**src/rtl/keystream_extractor_if.sv**
```systemverilog
// Key-byte stream interface: valid/ready byte channel from the keystream
// extractor to the pixel XOR/diffusion stage.
interface keystream_extractor_if;
    logic       m_tvalid;
    logic       m_tready;
    logic [7:0] m_tdata;

    modport master (
        output m_tvalid,
        output m_tdata,
        input  m_tready
    );

    modport slave (
        input  m_tvalid,
        input  m_tdata,
        output m_tready
    );
endinterface

```
**src/rtl/keystream_extractor.sv**
```systemverilog
// Keystream extractor: sequences PRNG start and warm-up discard, folds each float32 state
// triple into three key bytes and buffers them in a FIFO feeding a valid/ready byte stream.
// The PRNG cannot be stalled, so triples that do not fit are dropped and flagged (sticky).
// Optional build macro KEYSTREAM_WHITEN_EN folds the exponent field w[30:23] into each key
// byte; it needs PRECISION >= 31.
module keystream_extractor #(
    parameter int unsigned PRECISION  = 32,
    parameter int unsigned FIFO_DEPTH = 16,
    parameter int unsigned DISCARD    = 100
) (
    input  logic                          clk,
    input  logic                          reset,
    input  logic                          start,
    output logic                          prng_tvalid,
    input  logic                          prng_valid,
    input  logic [PRECISION-1:0]          prng_x0,
    input  logic [PRECISION-1:0]          prng_x1,
    input  logic [PRECISION-1:0]          prng_x2,
    keystream_extractor_if.master         m_if,
    output logic [$clog2(FIFO_DEPTH):0]   fill,
    output logic                          overflow,
    output logic                          running
);

    localparam int unsigned PtrW  = $clog2(FIFO_DEPTH);
    localparam int unsigned FillW = PtrW + 1;
    localparam int unsigned CntW  = (DISCARD > 0) ? $clog2(DISCARD + 1) : 1;

    typedef enum logic [1:0] {
        StIdle,
        StSeed,
        StWarmup,
        StRun
    } state_e;

    state_e               state_q, state_d;
    logic [CntW-1:0]      cnt_q, cnt_d;
    logic [1:0]           pend_q, pend_d;
    logic [2:0][7:0]      pend_bytes_q, pend_bytes_d;
    logic [PtrW-1:0]      wr_ptr_q, wr_ptr_d;
    logic [PtrW-1:0]      rd_ptr_q, rd_ptr_d;
    logic [FillW-1:0]     fill_q, fill_d;
    logic                 overflow_q, overflow_d;
    logic [7:0]           mem_q [FIFO_DEPTH];

    logic                 empty;
    logic                 push;
    logic                 pop;
    logic                 take;
    logic                 room;

    // Only the low mantissa bytes (and optionally the exponent) feed the key.
    logic                 unused_bits;
    assign unused_bits = ^{prng_x0, prng_x1, prng_x2};

    function automatic logic [7:0] key_byte(input logic [PRECISION-1:0] w);
`ifdef KEYSTREAM_WHITEN_EN
        return w[7:0] ^ w[15:8] ^ w[30:23];
`else
        return w[7:0] ^ w[15:8];
`endif
    endfunction

    // FSM next state and warm-up counting; start restarts the session from any state.
    always_comb begin
        state_d = state_q;
        cnt_d   = cnt_q;
        if (start) begin
            state_d = StSeed;
            cnt_d   = '0;
        end else begin
            unique case (state_q)
                StIdle: ;
                StSeed: state_d = (DISCARD == 0) ? StRun : StWarmup;
                StWarmup: begin
                    if (prng_valid) begin
                        cnt_d = cnt_q + CntW'(1);
                        if (cnt_q == CntW'(DISCARD - 1)) begin
                            state_d = StRun;
                        end
                    end
                end
                StRun: ;
                default: state_d = StIdle;
            endcase
        end
    end

    // FIFO, pending-byte shifter and overflow flag next state.
    always_comb begin
        pend_d       = pend_q;
        pend_bytes_d = pend_bytes_q;
        wr_ptr_d     = wr_ptr_q;
        rd_ptr_d     = rd_ptr_q;
        fill_d       = fill_q;
        overflow_d   = overflow_q;

        empty = (fill_q == '0);
        push  = (pend_q != 2'd0) && !start;
        pop   = !empty && m_if.m_tready && !start;
        take  = (state_q == StRun) && prng_valid && !start;
        // Room is judged on the current fill; no pending bytes may be in flight.
        room  = (pend_q == 2'd0) && (fill_q <= FillW'(FIFO_DEPTH - 3));

        if (start) begin
            pend_d     = 2'd0;
            wr_ptr_d   = '0;
            rd_ptr_d   = '0;
            fill_d     = '0;
            overflow_d = 1'b0;
        end else begin
            if (push) begin
                pend_d       = pend_q - 2'd1;
                pend_bytes_d = {8'h00, pend_bytes_q[2:1]};
                wr_ptr_d     = wr_ptr_q + PtrW'(1);
            end
            if (pop) begin
                rd_ptr_d = rd_ptr_q + PtrW'(1);
            end
            unique case ({push, pop})
                2'b10:   fill_d = fill_q + FillW'(1);
                2'b01:   fill_d = fill_q - FillW'(1);
                default: fill_d = fill_q;
            endcase
            if (take) begin
                if (room) begin
                    pend_d       = 2'd3;
                    pend_bytes_d = {key_byte(prng_x2), key_byte(prng_x1), key_byte(prng_x0)};
                end else begin
                    overflow_d = 1'b1;
                end
            end
        end
    end

    // Control state registers with asynchronous reset.
    always_ff @(posedge clk or posedge reset) begin
        if (reset) begin
            state_q      <= StIdle;
            cnt_q        <= '0;
            pend_q       <= 2'd0;
            pend_bytes_q <= '0;
            wr_ptr_q     <= '0;
            rd_ptr_q     <= '0;
            fill_q       <= '0;
            overflow_q   <= 1'b0;
        end else begin
            state_q      <= state_d;
            cnt_q        <= cnt_d;
            pend_q       <= pend_d;
            pend_bytes_q <= pend_bytes_d;
            wr_ptr_q     <= wr_ptr_d;
            rd_ptr_q     <= rd_ptr_d;
            fill_q       <= fill_d;
            overflow_q   <= overflow_d;
        end
    end

    // FIFO storage; contents need no reset since fill gates visibility.
    always_ff @(posedge clk) begin
        if (push) begin
            mem_q[wr_ptr_q] <= pend_bytes_q[0];
        end
    end

    // Outputs decoded from registered state; head entry falls through when non-empty.
    always_comb begin
        prng_tvalid   = (state_q == StSeed);
        running       = (state_q == StRun);
        m_if.m_tvalid = !empty;
        m_if.m_tdata  = empty ? 8'h00 : mem_q[rd_ptr_q];
        fill          = fill_q;
        overflow      = overflow_q;
    end

endmodule

```
**src/flat_wrapper.sv**
```systemverilog
// flat-port wrapper written by rule: the top's interface ports become plain ports
module keystream_extractor_flat 
#(
    parameter int unsigned PRECISION  = 32,
    parameter int unsigned FIFO_DEPTH = 16,
    parameter int unsigned DISCARD    = 100
)
  (clk, reset, start, prng_tvalid, prng_valid, prng_x0, prng_x1, prng_x2, fill, overflow, running, m_if_m_tvalid, m_if_m_tdata, m_if_m_tready);
  keystream_extractor_if m_if_i ();
  input  logic clk;
  input  logic reset;
  input  logic start;
  output logic prng_tvalid;
  input  logic prng_valid;
  input  logic [PRECISION-1:0] prng_x0;
  input  logic [PRECISION-1:0] prng_x1;
  input  logic [PRECISION-1:0] prng_x2;
  output logic [$clog2(FIFO_DEPTH):0] fill;
  output logic overflow;
  output logic running;
  output wire logic [$bits(m_if_i.m_tvalid)-1:0] m_if_m_tvalid;
  output wire logic [$bits(m_if_i.m_tdata)-1:0] m_if_m_tdata;
  input wire logic [$bits(m_if_i.m_tready)-1:0] m_if_m_tready;
  assign m_if_m_tvalid = m_if_i.m_tvalid;
  assign m_if_m_tdata = m_if_i.m_tdata;
  assign m_if_i.m_tready = m_if_m_tready;
  keystream_extractor #(.PRECISION(PRECISION), .FIFO_DEPTH(FIFO_DEPTH), .DISCARD(DISCARD)) u_core (.clk(clk), .reset(reset), .start(start), .prng_tvalid(prng_tvalid), .prng_valid(prng_valid), .prng_x0(prng_x0), .prng_x1(prng_x1), .prng_x2(prng_x2), .m_if(m_if_i), .fill(fill), .overflow(overflow), .running(running));
endmodule
```
**config.mk**
```make
export PLATFORM = sky130hd
export DESIGN_NAME = keystream_extractor_flat
export DESIGN_NICKNAME = d
export VERILOG_FILES = /design/src/rtl/keystream_extractor_if.sv /design/src/rtl/keystream_extractor.sv /design/src/flat_wrapper.sv
export SDC_FILE = /design/constraint.sdc
export NUM_CORES = 1
export LEC_CHECK = 0
export ABC_AREA = 0
export CORE_ASPECT_RATIO = 1.25
export CORE_UTILIZATION = 45
export DETAILED_ROUTE_END_ITERATION = 8
export PLACE_DENSITY = 0.69
export SYNTH_ARGS = -nofsm -noshare
export SYNTH_HDL_FRONTEND = slang
export SYNTH_SLANG_ARGS = --single-unit
```
**constraint.sdc**
```tcl
create_clock -name clk -period 3.9 [get_ports clk]
set_input_delay 0.585 -clock clk [delete_from_list [all_inputs] [get_ports clk]]
set_output_delay 0.585 -clock clk [all_outputs]
set_load 0.005 [all_outputs]
```
==> results of run 1 <==
## routing by layer
layer / wire [um] / GRT usage, % / vias to the layer above
li1: - / - / 2003
met4: 198 / 7.115 / 0
met5: 0 / 0 / -
met1: 6227 / 22.81 / 2196
met3: 589 / 3.781 / 14
met2: 7888 / 32.24 / 114
## cell type report
class	count	area (sq um)	area share, %
sequential	177	5071	55.52
multi-input combinational	271	2394	26.21
timing repair buffer	78	783.3	8.575
clock buffer	20	436.7	4.781
tap	216	270.3	2.959
clock inverter	12	141.4	1.548
inverter	10	37.54	0.4110
## stage by stage
| step | util, % | worst slack [ps] | total power (W) |
|---|---|---|---|
| final | 55.71 | 337.1 | 0.005491 |
| after global routing | 55.71 | 207.1 | 0.005754 |
| after CTS | 55.71 | 276.1 | 0.005536 |
| after detailed placement | 52.18 | 724.1 | 0.003871 |
| after global placement | 52.18 | 805.2 | 0.003808 |
| after floorplan | - | 996.4 | 0.003344 |
## Yosys cell counts, types with 3 or more instances
cell | n | area share (%)
sky130_fd_sc_hd__a21oi_1 | 9 | 0.59
sky130_fd_sc_hd__a221o_1 | 11 | 1.4
sky130_fd_sc_hd__a22oi_1 | 4 | 0.39
sky130_fd_sc_hd__and2_1 | 17 | 1.4
sky130_fd_sc_hd__and3_1 | 3 | 0.25
sky130_fd_sc_hd__buf_1 | 4 | 0.20
sky130_fd_sc_hd__buf_2 | 7 | 0.46
sky130_fd_sc_hd__clkbuf_1 | 14 | 0.69
sky130_fd_sc_hd__dfrtp_1 | 49 | 16
sky130_fd_sc_hd__edfxtp_1 | 128 | 50
sky130_fd_sc_hd__ha_1 | 9 | 1.5
sky130_fd_sc_hd__inv_1 | 10 | 0.49
sky130_fd_sc_hd__mux2i_1 | 19 | 2.5
sky130_fd_sc_hd__mux4_2 | 32 | 9.5
sky130_fd_sc_hd__nand2_1 | 13 | 0.64
sky130_fd_sc_hd__nand3_1 | 12 | 0.79
sky130_fd_sc_hd__nand4_1 | 3 | 0.25
sky130_fd_sc_hd__nor2_1 | 37 | 1.8
sky130_fd_sc_hd__nor2b_1 | 4 | 0.33
sky130_fd_sc_hd__nor3_1 | 4 | 0.26
sky130_fd_sc_hd__o211ai_1 | 3 | 0.30
sky130_fd_sc_hd__o21ai_0 | 12 | 0.79
sky130_fd_sc_hd__o22ai_1 | 8 | 0.66
sky130_fd_sc_hd__o2bb2ai_1 | 4 | 0.46
sky130_fd_sc_hd__xnor2_1 | 27 | 3.1
sky130_fd_sc_hd__xor2_1 | 9 | 1.0
## registers in the layout (all words and copies together) (netlist names)
| signal | count |
|---|---|
| u_core.pend_bytes_q | 24 |
| u_core.mem_q | 128 |
| u_core.fill | 5 |
| u_core.pend_q | 2 |
| u_core.wr_ptr_q | 4 |
| u_core.cnt_q | 7 |
| u_core.rd_ptr_q | 4 |
| u_core.state_q | 2 |
| u_core.overflow | 1 |
## kinds of logic (layout without fill, tap and decap cells)
logic type,after synthesis,after routing,synth area share [%]
adder cells (fa/ha/maj),9,9,1.479
AND/OR/NAND/NOR,107,107,7.065
buffers and inverters,36,120,1.988
XOR/XNOR,37,37,4.436
multiplexers,52,52,12.16
flip-flops,177,177,66.58
AO/OA/AOI/OAI,66,66,6.293
## how the worst min path moves through the flow
| stage | end | slack [ps] | cells after the start |
|---|---|---|---|
| after global routing | u_core.pend_bytes_q[17] | 520 | 2 |
| after CTS | u_core.pend_bytes_q[23] | 510 | 2 |
| after detailed placement | u_core.pend_bytes_q[11] | 480 | 1 |
| final | u_core.pend_bytes_q[8] | 500 | 1 |
| after floorplan | u_core.pend_bytes_q[11] | 460 | 1 |
| after global placement | u_core.pend_bytes_q[11] | 480 | 1 |
## worst max-delay path, cell delays in order, from the launching register on
cell                              delay (ps)
sky130_fd_sc_hd__dfrtp_1                 500
sky130_fd_sc_hd__or4_1                   670
sky130_fd_sc_hd__or2_2                   380
sky130_fd_sc_hd__nand2b_1                320
sky130_fd_sc_hd__o22ai_1                 180
sky130_fd_sc_hd__clkdlybuf4s50_1         500
## power by group through the flow
stage,sequential (W),combinational [W],clock [W]
2_1_floorplan,0.00247,0.000870,0
3_3_place_gp,0.00260,0.00121,0
3_5_place_dp,0.00263,0.00124,0
4_1_cts,0.00259,0.00126,0.00169
5_1_grt,0.00263,0.00135,0.00178
6_report,0.00258,0.00123,0.00167
==> impl_results.rst, run 1 <==
.. list-table::
   :header-rows: 1

   * - Metric
     - Value
   * - Critical path data required time
     - 3310 ps
   * - Final routed wirelength across all metal layers
     - 14.90 mm
   * - NetSw
     - 0.001511 W
   * - CTS Hold Bufs
     - 0
   * - Clock root buffer
     - sky130_fd_sc_hd__clkbuf_16
   * - Run status
     - complete, no violations
   * - Fraction of power consumed by sequential logic
     - 47.1%
   * - Post-layout min period
     - 3563 ps
   * - ANT cells
     - 0
   * - Clock transition at the registers of the reported paths
     - 70 ps
   * - Area grow syn2layout
     - 19.95%
   * - Floorplan die area
     - 17,450 sq um
   * - Final-stage net count
     - 665
   * - Height of the die
     - 147.4 um
   * - Number of maximum-capacitance constraint violations
     - 0
   * - HPWL after detailed placement
     - 10.06 mm
   * - Cells after synthesis
     - 484
   * - Worst Clk Skew
     - 10.85 ps
   * - Proportion of layout cells with a drive suffix above 1
     - 13.20%
   * - CTS Sinks
     - 177
   * - R2r startpoint
     - u_core.fill[2]
   * - Antenna violations before repair
     - 0
   * - Crit path capture type
     - output port
   * - Overall Global Routing Usage
     - 18.55%
   * - Post-CTS resize count
     - 0
   * - Gr ovfl total
     - 0
   * - Prevailing post-synth register cell
     - sky130_fd_sc_hd__edfxtp_1
   * - Post-synthesis cell type count
     - 51
   * - Share of the yosys chip area belonging to registers
     - 66.58%
   * - Switching share of power
     - 27.52%
   * - Clock power frac
     - 30.5%
   * - HP Class
     - flop to flop
   * - Final total negative setup slack
     - 0 ps
   * - Clock latency on the worst-skew pair
     - 430 ps
   * - Internal power component
     - 0.003979 W
   * - Final setup fails
     - 0
   * - Total of buffers placed on input and output ports
     - 69
   * - # Post-CTS Setup Buffers
     - 0
   * - I/O pins
     - 118
   * - Rel. slew slack
     - 32.41%
   * - Startpoint of the tightest hold check path
     - u_core.pend_bytes_q[16]
   * - Initial Utilization
     - 46.44%
   * - Achievable frequency
     - 0.2807 GHz
   * - Pleak
     - 3.192 nW
   * - Number of global-route vias before repair
     - 4,536
   * - Max Fanout on Critical Path
     - 11
   * - Die outline width
     - 118.4 um
   * - Transition time at the pin with the least slew margin
     - 1012 ps
   * - Syn_nets
     - 594
   * - Worst hold-check slack
     - 503.4 ps
   * - Flops & latches, synth
     - 177
   * - Final clock period utilization by the worst path
     - 91.36%
   * - Global-route wire length before repair
     - 24.16 mm
   * - Clock Path Buffers
     - 2
   * - Total DRC errors in the routed layout
     - 0
   * - TritonCTS clock tree
     - yes
   * - WP data arrival
     - 2980 ps
   * - IR Drop Worst-Case VDD
     - 0.2670 mV
   * - # fillers
     - 1,359
   * - Critical Path Sink
     - m_if_m_tdata[5]
   * - Cell count after placement
     - 752
   * - Netlist Area Pre-Place
     - 7615 sq um
   * - Minimum setup slack among reg-to-reg paths
     - 700 ps
   * - Syn avg cell area
     - 15.73 sq um
   * - Count of yosys warnings during synthesis
     - 0
   * - Slew Limit Fails
     - 0
   * - Highest-count cells in the layout ignoring fill and taps
     - 128 x sky130_fd_sc_hd__edfxtp_1, 69 x sky130_fd_sc_hd__clkdlybuf4s50_1, 48 x sky130_fd_sc_hd__dfrtp_1
   * - EDFF count, synth
     - 128
   * - Antenna-violating nets left
     - 0
   * - Most common cell after layout, fill and taps aside
     - sky130_fd_sc_hd__edfxtp_1
   * - R2R depth
     - 9
   * - CP Class
     - flop to output port
   * - Number of buffers inserted during clock tree synthesis
     - 17
   * - FFs w/ async S/R, synth
     - 27.68%
   * - Final weighted congestion in routability-driven placement
     - 0.7759
   * - Post-DR wirelength/cell
     - 19.01 um
   * - CTS H-tree lvls
     - 4
   * - Crit start category
     - flop
   * - Drt first pass iters
     - 5
   * - Combinational fraction of design power
     - 22.5%
   * - Standard-cell rows
     - 52
   * - Power per cell area
     - 601.1 nW/um^2
   * - Final cell count without fillers
     - 784
   * - Worst Setup SP
     - u_core.fill[2]
   * - Vias per cell
     - 5.519
   * - Unrepaired setup endpoints after global routing
     - no
   * - Count of endpoints failing hold in the final timing report
     - 0
   * - DRC marker count from the first detailed-route iteration
     - 276
   * - Total core area
     - 16,400 sq um
   * - Via Count
     - 4,327
   * - Post-route cell area
     - 9134 sq um
   * - Pin count of the biggest net entering global routing
     - 50
   * - Placed Area
     - 8556 sq um
   * - Capturing point of the worst reg2reg path
     - u_core.fill[4]
Note: power is estimated with default switching activity, not from simulation.
==> run 2, diff against run 1 <==
Settings changed: DONT_BUFFER_PORTS set to 1, PLACE_DENSITY 0.69 to unset.
==> run 2 against run 1 <==
Net effect:
- clock skew decreased by 5.2 ps
- die area did not move
- via count shrank 8.5%
- design area decreased by 7.7%
- routed wire length down 5.6%
- critical endpoint unchanged
==> impl_results.rst, run 2 (same netlist as run 1, synthesis figures left out) <==
.. list-table::
   :header-rows: 1

   * - Metric
     - Value
   * - Run status
     - complete, no violations
   * - Series of cell instances along the critical path
     - or4_1, or2_2, nand2b_1, o22ai_1
   * - Pin count of the biggest net entering global routing
     - 50 (unchanged)
   * - Pleak
     - 2.917 nW (-8.6%)
   * - Overall Global Routing Usage
     - 17.43% (-1.1 points)
   * - Largest registers in the final layout
     - u_core.mem_q (128), u_core.pend_bytes_q (24), u_core.cnt_q (7)
   * - Transition time at the pin with the least slew margin
     - 1193 ps (+180.4 ps)
   * - Number of global-route vias before repair
     - 4,095 (-9.7%)
   * - Worst Setup SP
     - u_core.fill[2]
   * - Startpoint of the tightest hold check path
     - start
   * - WP data arrival
     - 2530 ps (-450 ps)
   * - CTS Hold Bufs
     - 0 (unchanged)
   * - CP Class
     - flop to output port
   * - DRC marker count from the first detailed-route iteration
     - 280 (+1.4%)
   * - Clock power frac
     - 33.0% (+2.5 points)
   * - Critical path data required time
     - 3310 ps (about the same)
   * - Achievable frequency
     - 0.3206 GHz (+14%)
   * - ANT cells
     - 0 (unchanged)
   * - Crit start category
     - flop
   * - Rel. slew slack
     - 19.95% (-12 points)
   * - Die outline width
     - 118.4 um (unchanged)
   * - # fillers
     - 1,407 (+3.5%)
   * - Crit path capture type
     - output port
   * - Unrepaired setup endpoints after global routing
     - no
   * - HP Class
     - input pin to flop
   * - Fraction of power consumed by sequential logic
     - 48.5% (+1.4 points)
   * - Via Count
     - 3,961 (-8.5%)
   * - Global-route wire length before repair
     - 22.49 mm (-6.9%)
   * - Vias per cell
     - 5.571 (+0.94%)
   * - Floorplan die area
     - 17,450 sq um (unchanged)
   * - Antenna-violating nets left
     - 0 (unchanged)
   * - Worst Clk Skew
     - 5.671 ps (-5.178 ps)
   * - Internal power component
     - 0.003855 W (-3.1%)
   * - Cell count after placement
     - 679 (-9.7%)
   * - Combinational fraction of design power
     - 18.5% (-4.0 points)
   * - Final Power
     - 0.005326 W (-3.0%)
   * - Clock latency on the worst-skew pair
     - 420 ps (about the same)
   * - I/O pins
     - 118 (unchanged)
   * - Standard-cell rows
     - 52 (unchanged)
   * - Final weighted congestion in routability-driven placement
     - 0.7563 (-2.5%)
   * - Most common cell after layout, fill and taps aside
     - sky130_fd_sc_hd__edfxtp_1
   * - Post-layout min period
     - 3119 ps (-443.8 ps)
   * - Count of endpoints failing hold in the final timing report
     - 0 (unchanged)
   * - Clock Path Buffers
     - 2 (unchanged)
   * - Antenna violations before repair
     - 0 (unchanged)
   * - Final clock period utilization by the worst path
     - 79.98% (-11 points)
   * - Clock transition at the registers of the reported paths
     - 60 ps (about the same)
   * - Clock root buffer
     - sky130_fd_sc_hd__clkbuf_16
   * - Proportion of layout cells with a drive suffix above 1
     - 14.75% (+1.5 points)
   * - Max Fanout on Critical Path
     - 11 (unchanged)
   * - IR Drop Worst-Case VDD
     - 0.2922 mV (+9.4%)
   * - Switching share of power
     - 27.62% (+0.099 points)
   * - CP max stage delay
     - 690 ps (+20 ps)
   * - Number of maximum-capacitance constraint violations
     - 0 (unchanged)
   * - CTS Sinks
     - 177 (unchanged)
   * - Total DRC errors in the routed layout
     - 0 (unchanged)
   * - Post-DR wirelength/cell
     - 19.79 um (+4.1%)
   * - TritonCTS clock tree
     - yes
   * - Worst hold-check slack
     - 218.2 ps (-285.2 ps)
   * - Gr ovfl total
     - 0 (unchanged)
   * - Slowest stage cell, crit path
     - sky130_fd_sc_hd__or4_1
   * - Slew Limit Fails
     - 0 (unchanged)
   * - Power per cell area
     - 632.0 nW/um^2 (+5.1%)
   * - Initial Utilization
     - 46.44% (unchanged)
   * - Post-CTS resize count
     - 0 (unchanged)
   * - Total core area
     - 16,400 sq um (unchanged)
   * - Final total negative setup slack
     - 0 ps (unchanged)
   * - CTS H-tree lvls
     - 4 (unchanged)
   * - Final-stage net count
     - 592 (-11%)
   * - Final routed wirelength across all metal layers
     - 14.07 mm (-5.6%)
   * - Highest-count cells in the layout ignoring fill and taps
     - 128 x sky130_fd_sc_hd__edfxtp_1, 47 x sky130_fd_sc_hd__dfrtp_1, 37 x sky130_fd_sc_hd__nor2_1
   * - Register bank with the most flops
     - u_core.mem_q
   * - HPWL after detailed placement
     - 9.432 mm (-6.3%)
   * - Drt first pass iters
     - 4 (-1)
   * - # Post-CTS Setup Buffers
     - 0 (unchanged)
   * - Number of buffers inserted during clock tree synthesis
     - 17 (unchanged)
   * - R2r startpoint
     - u_core.fill[2]
   * - Final cell count without fillers
     - 711 (-9.3%)
   * - Largest register FFs
     - 128 (unchanged)
   * - Final setup fails
     - 0 (unchanged)
   * - NetSw
     - 0.001471 W (-2.6%)
   * - Height of the die
     - 147.4 um (unchanged)
   * - Total of buffers placed on input and output ports
     - 0 (-100%)
   * - Area grow syn2layout
     - 10.68%
[run 2: cell count changes in the layout (fill, tap and decap cells not counted), sizes merged]
cell and delta:
bufinv +1, buf -4, clkdlybuf4s50 -69, clkinvlp -1, inv +1, clkbuf -2, clkinv +1
[run 2: worst paths after layout]
kind	cells past startpoint	end	slack, ps
max reg2reg	10	u_core.fill[4]	940
max	4	m_if_m_tdata[5]	780
min	1	u_core.rd_ptr_q[2]	220
max in group asynchronous	1	u_core.rd_ptr_q[1]	2910
min in group asynchronous	1	u_core.pend_bytes_q[16]	290
min reg2reg	2	u_core.pend_bytes_q[16]	500
[run 2: final cells by class]
cell class | instances | area, sq um | area share (%)
Multi-Input combinational cell | 271 | 2394 | 28.40
Clock buffer | 18 | 429.2 | 5.092
Sequential cell | 177 | 5072 | 60.18
Inverter | 10 | 37.54 | 0.4454
Clock inverter | 14 | 187.7 | 2.227
Timing Repair Buffer | 5 | 37.54 | 0.4454
Tap cell | 216 | 270.3 | 3.207
[run 2: routing by layer]
metal	vias to the layer above	global-route usage [%]	part of all wire [%]
met5	-	0	0
met4	0	6.923	1.5
met3	14	3.742	3.2
met2	104	29.41	50
met1	1990	22.01	45
li1	1853	-	-
[run 2: stage by stage]
stage	util [%]	area [sq um]	worst slack [ps]
detailed placement	47.64	7811	943.2
finish	51.40	8428	780.9
global placement	47.64	7811	997.9
global route	51.40	8428	629.1
CTS	51.40	8428	712.6
floorplan	-	7615	996.4
[run 2: power groups by stage]
stage / Clock, W / Combinational, W / Sequential [W]
2_1_floorplan: 0 / 0.000870 / 0.00247
3_3_place_gp: 0 / 0.000978 / 0.00260
3_5_place_dp: 0 / 0.00101 / 0.00263
4_1_cts: 0.00179 / 0.00101 / 0.00259
5_1_grt: 0.00187 / 0.00109 / 0.00263
6_report: 0.00176 / 0.000985 / 0.00258
[run 2: critical path: cells and delay by family, from the launching register on]
family	cells	cell delay [ps]
flip-flops	1	510
AND/OR/NAND/NOR	3	1390
AO/OA/AOI/OAI	1	210
